File: src/rtl/branch_lut_prog.sv
`default_nettype none
// ============================================================================
// Module      : branch_lut_prog
// Description : Programmable branch-target table (relative/absolute entries)
//               with a valid/ready streaming reload port.
// Revision    : 1.0 - initial release
// ============================================================================
module branch_lut_prog #(
    parameter int DEPTH  = 16,
    parameter int IDX_W  = 4,
    parameter int ADDR_W = 11
) (
    input  logic              Clk,
    input  logic              Reset,
    input  logic [IDX_W-1:0]  Index,
    input  logic [ADDR_W-1:0] PC,
    output logic [ADDR_W-1:0] Target,
    input  logic              LoadStart,
    input  logic [IDX_W-1:0]  LoadBase,
    input  logic              LoadValid,
    input  logic [ADDR_W:0]   LoadData,
    input  logic              LoadLast,
    input  logic              LoadAbort,
    output logic              LoadReady,
    output logic              Busy,
    output logic              LoadDone
);

    localparam logic [1:0]        c_st_idle = 2'd0;
    localparam logic [1:0]        c_st_load = 2'd1;
    localparam logic [1:0]        c_st_done = 2'd2;
    localparam logic [IDX_W-1:0]  c_ptr_max = IDX_W'(DEPTH - 1);
    localparam logic [ADDR_W:0]   c_entry_default = {1'b0, ADDR_W'(1)};

    logic [1:0]        r_state;
    logic [1:0]        w_state_nxt;
    logic [IDX_W-1:0]  r_ptr;
    logic [ADDR_W:0]   r_table [DEPTH];
    logic [ADDR_W:0]   w_entry;
    logic              w_xfer;
    logic              w_final;

    // Abort takes priority over a word offered in the same cycle.
    assign w_xfer  = (r_state == c_st_load) && LoadValid && !LoadAbort;
    assign w_final = LoadLast || (r_ptr == c_ptr_max);

    always_ff @(posedge Clk or posedge Reset) begin
        if (Reset) begin
            r_state <= c_st_idle;
        end else begin
            r_state <= w_state_nxt;
        end
    end

    always_comb begin
        w_state_nxt = r_state;
        case (r_state)
            c_st_idle: begin
                if (LoadStart) begin
                    w_state_nxt = c_st_load;
                end
            end
            c_st_load: begin
                if (LoadAbort) begin
                    w_state_nxt = c_st_idle;
                end else if (LoadValid && w_final) begin
                    w_state_nxt = c_st_done;
                end
            end
            c_st_done: begin
                w_state_nxt = c_st_idle;
            end
            default: begin
                w_state_nxt = c_st_idle;
            end
        endcase
    end

    always_comb begin
        LoadReady = 1'b0;
        Busy      = 1'b0;
        LoadDone  = 1'b0;
        case (r_state)
            c_st_load: begin
                LoadReady = 1'b1;
                Busy      = 1'b1;
            end
            c_st_done: begin
                Busy      = 1'b1;
                LoadDone  = 1'b1;
            end
            default: begin
                LoadReady = 1'b0;
            end
        endcase
    end

    // Pointer saturates at the last entry; the session ends there anyway.
    always_ff @(posedge Clk or posedge Reset) begin
        if (Reset) begin
            r_ptr <= '0;
        end else if ((r_state == c_st_idle) && LoadStart) begin
            r_ptr <= LoadBase;
        end else if (w_xfer && (r_ptr != c_ptr_max)) begin
            r_ptr <= r_ptr + IDX_W'(1);
        end
    end

    always_ff @(posedge Clk or posedge Reset) begin
        if (Reset) begin
            for (int i = 0; i < DEPTH; i++) begin
                r_table[i] <= c_entry_default;
            end
        end else if (w_xfer) begin
            r_table[r_ptr] <= LoadData;
        end
    end

    assign w_entry = r_table[Index];
    assign Target  = w_entry[ADDR_W] ? w_entry[ADDR_W-1:0]
                                     : (PC + w_entry[ADDR_W-1:0]);

endmodule
`default_nettype wire

File: config.mk
export PLATFORM = sky130hd
export DESIGN_NAME = branch_lut_prog
export DESIGN_NICKNAME = d
export VERILOG_FILES = /design/src/rtl/branch_lut_prog.sv
export SDC_FILE = /design/constraint.sdc
export NUM_CORES = 1
export LEC_CHECK = 0
export ABC_AREA = 1
export BUFFER_PORTS_ARGS = -buffer_cell sky130_fd_sc_hd__buf_2
export CORE_AREA = 2 2 144 146
export CTS_BUF_LIST = sky130_fd_sc_hd__clkbuf_8
export CTS_CLUSTER_SIZE = 24
export DETAILED_ROUTE_END_ITERATION = 16
export DIE_AREA = 0 0 146 148
export PLACE_DENSITY = 0.71
export RECOVER_POWER = 100
export SYNTH_ARGS = -nofsm -noshare
export SYNTH_HDL_FRONTEND = slang
export SYNTH_SLANG_ARGS = --single-unit
File: constraint.sdc
create_clock -name Clk -period 9.12 [get_ports Clk]
set_input_delay 2.28 -clock Clk [delete_from_list [all_inputs] [get_ports Clk]]
set_output_delay 2.28 -clock Clk [all_outputs]
set_load 0.1 [all_outputs]
==> flow_metrics.tcl <==
set metrics [dict create \
    outcome "finished with violations" \
    violations "max-capacitance violations, max-slew violations" \
    worst_hold_path_type "reg2reg" \
    drtIter0Drc 823 \
    cp-startpoint "Index[0]" \
    netlist_area_sq_mm 0.00992 \
    cts_setup_buffers 0 \
    ioPinCount 51 \
    ys_seq_area_frac 0.502 \
    diodes 0 \
    cp-end-kind "output pin" \
    cp.depth 18 \
    design_area_sq_mm 0.0103 \
    drv_cap 1 \
    met1_length_mm 12.1 \
    final.period_utilization 0.886 \
    area_growth_pct 4.30 \
    reg2reg_slack_ns 5.54 \
    worstPathCellList "buf_2 > buf_12 > nor2_1 > nor2_1 > o21ai_0 > o211ai_1 > nand3_1 > nand2_1 > ha_1 > inv_1 > fa_1 > nor2_1 > nor2_1 > o21ai_0 > xor2_1 > nand2_1 > nand2_1 > clkbuf_1" \
    viasPerCell 5.59 \
    nets 1250 \
    top_layer_used "met4" \
    synthFlopType "dfrtp_1" \
    clock-sinks 198 \
    initial_core_util 0.495 \
    synth-async-reset-ratio 1.00 \
    globalplace.congestion 0.861 \
    clk_latency_ns 0.48 \
    final_hold_viol_count 0 \
    avgSynthCellArea_sq_um 8.25 \
    setup_violations 0 \
    path_buf_inv 4 \
    clkTransAtPathRegs_ns 0.09 \
    dr_wl_met2_mm 10.8 \
    syn_nets 1257 \
    totalNegativeSetupSlack_ns 0 \
    via_count 8260 \
    rsz0062_at_grt "false" \
    max_freq_ghz 0.124 \
    powerDensity_mw_per_mm2 261 \
    rows 52 \
    clockBufferDepth 2 \
    vdd_drop_max_v 0.000103 \
    routed_wl_mm 25.0 \
    drv_slew 147 \
    path_class "in2out" \
    yosysWarnings 0 \
    cts_tree "built" \
    path_common_cell "nor2_1" \
    crit_fanout 98 \
    synth_seq_cells 198 \
    reg2reg_to "r_table[106]$_DFFE_PP0P_" \
    mostFrequentLayoutCell "nand2_1" \
    die_y_um 148 \
    layout-drive-gt1-share 0.0820 \
    cp_slowest_cell "clkbuf_1" \
    htree_levels 4 \
    reg2regPathDepth 6 \
    gr-total-overflow 0 \
    leakage_nw 4.76 \
    skew_ns 0.0210 \
    grt_pass1_vias 7612 \
    holdWs_ns 0.487 \
    grt.total_usage 0.242 \
    cts_hold_buf 0 \
    cp-endpoint "Target[8]" \
    synth_edf_count 0 \
    die_area_sq_mm 0.0216 \
    slew_headroom -2.61 \
    cts_resized 0 \
    grt_max_degree 147 \
    dpl.hpwl_mm 14.7 \
    layout_common_cells "279 x nand2_1, 271 x o21ai_0, 182 x dfrtp_1" \
    io_buffers 50 \
    grt_pass1_wl_mm 41.3 \
    fp.coreArea_sq_mm 0.0200 \
    antenna_found_initial 0 \
    numCtsBuffers 17 \
    dpl_cell_area_sq_mm 0.0101 \
    routedWlPerCell_um 16.9 \
    finalCriticalPeriod_ns 8.08 \
    startpoint_type "primary input" \
    fp.dieW_um 146 \
    power_mw 2.70 \
    syn_inst 1202 \
    slowest_delay_ns 0.85 \
    worst_pin_slew_ns 5.41 \
    instances_no_fill 1478 \
    wl_met3_mm 1.64 \
    ant_nets 0 \
    dp.cells 1446 \
    cpLargestDelayFamily "buffers and inverters" \
    ys_types 35 \
    drt_pre_antenna_iters 5 \
    r2r_start "r_state[1]$_DFFE_PP0P_" \
    arrival_ns 5.80 \
    crit_required_ns 6.84 \
    cts_root_buf "clkbuf_8" \
    drcViolationCount 0 \
]
[cells in the mapped netlist (3+ instances only)]
| cell type | number | share of area |
|---|---|---|
| nand2_1 | 279 | 0.11 |
| o21ai_0 | 269 | 0.14 |
| dfrtp_1 | 182 | 0.46 |
| nor2_1 | 120 | 0.045 |
| inv_1 | 62 | 0.023 |
| clkbuf_1 | 45 | 0.017 |
| nand3_1 | 42 | 0.021 |
| o211ai_1 | 34 | 0.026 |
| o21ai_1 | 24 | 0.012 |
| a21oi_1 | 19 | 0.0096 |
| buf_2 | 17 | 0.0086 |
| ha_1 | 17 | 0.021 |
| dfstp_2 | 16 | 0.042 |
| buf_6 | 13 | 0.015 |
| nand4_1 | 9 | 0.0057 |
| buf_4 | 8 | 0.0061 |
| o221ai_1 | 7 | 0.0062 |
| nand3_2 | 6 | 0.0061 |
| nand4_4 | 5 | 0.011 |
| xor2_1 | 5 | 0.0044 |
| inv_2 | 3 | 0.0011 |
| xnor2_1 | 3 | 0.0026 |
[per-stage QoR]
stage / worst slack, ns / utilization
after detailed placement: 1.55 / 0.505
after CTS: 1.54 / 0.524
after global routing: 0.636 / 0.516
after floorplan: 1.32 / -
after global placement: 1.53 / 0.505
final: 1.04 / 0.516
[tightest hold or removal path, delay by kind of cell (launching register included)]
kind / cells / cell delay [ns]
AND/OR/NAND/NOR: 1 / 0.05
AO/OA/AOI/OAI: 1 / 0.06
flip-flops: 1 / 0.35
[registers in the layout, summed over array words and instances (netlist names)]
signal / count
r_table: 192
r_ptr: 4
r_state: 2
[logic make-up after synthesis]
| logic type | after synthesis | share of synthesized area |
|---|---|---|
| AO/OA/AOI/OAI | 360 | 0.195 |
| XOR/XNOR | 8 | 0.00706 |
| adder cells (fa/ha/maj) | 18 | 0.0235 |
| buffers and inverters | 153 | 0.0751 |
| flip-flops | 198 | 0.502 |
| AND/OR/NAND/NOR | 465 | 0.198 |
[power breakdown]
group          total (mW)  switching, mW  internal [mW]
Combinational       0.833          0.583          0.251
Sequential           1.34          0.159           1.18
Clock               0.533          0.330          0.203
[cell type report]
cell class	instances	area [sq um]
fillers	2000	9690
repair buffers	60	312
inverters	67	259
clock inverters	14	118
multi-input cells	851	4100
well taps	270	338
clock buffers	18	248
flip-flops and latches	198	4970
[how the worst min path moves through the flow]
| stage | startpoint | endpoint | depth (start not counted) |
|---|---|---|---|
| finish | r_table[164]$_DFFE_PP0P_ | r_table[164]$_DFFE_PP0P_ | 2 |
| global route | r_table[70]$_DFFE_PP0P_ | r_table[70]$_DFFE_PP0P_ | 2 |
| CTS | r_table[68]$_DFFE_PP0P_ | r_table[68]$_DFFE_PP0P_ | 2 |
| detailed placement | r_table[109]$_DFFE_PP0P_ | r_table[109]$_DFFE_PP0P_ | 2 |
| global placement | r_table[163]$_DFFE_PP0P_ | r_table[163]$_DFFE_PP0P_ | 2 |
| floorplan | r_table[10]$_DFFE_PP0P_ | r_table[10]$_DFFE_PP0P_ | 2 |
[metal layers]
layer,global-route usage,vias to the layer above
met1,0.366,3956
met3,0.0448,36
met5,0,-
met2,0.361,284
li1,-,3984
met4,0.0641,0
Power figures use the tool's default switching activity.
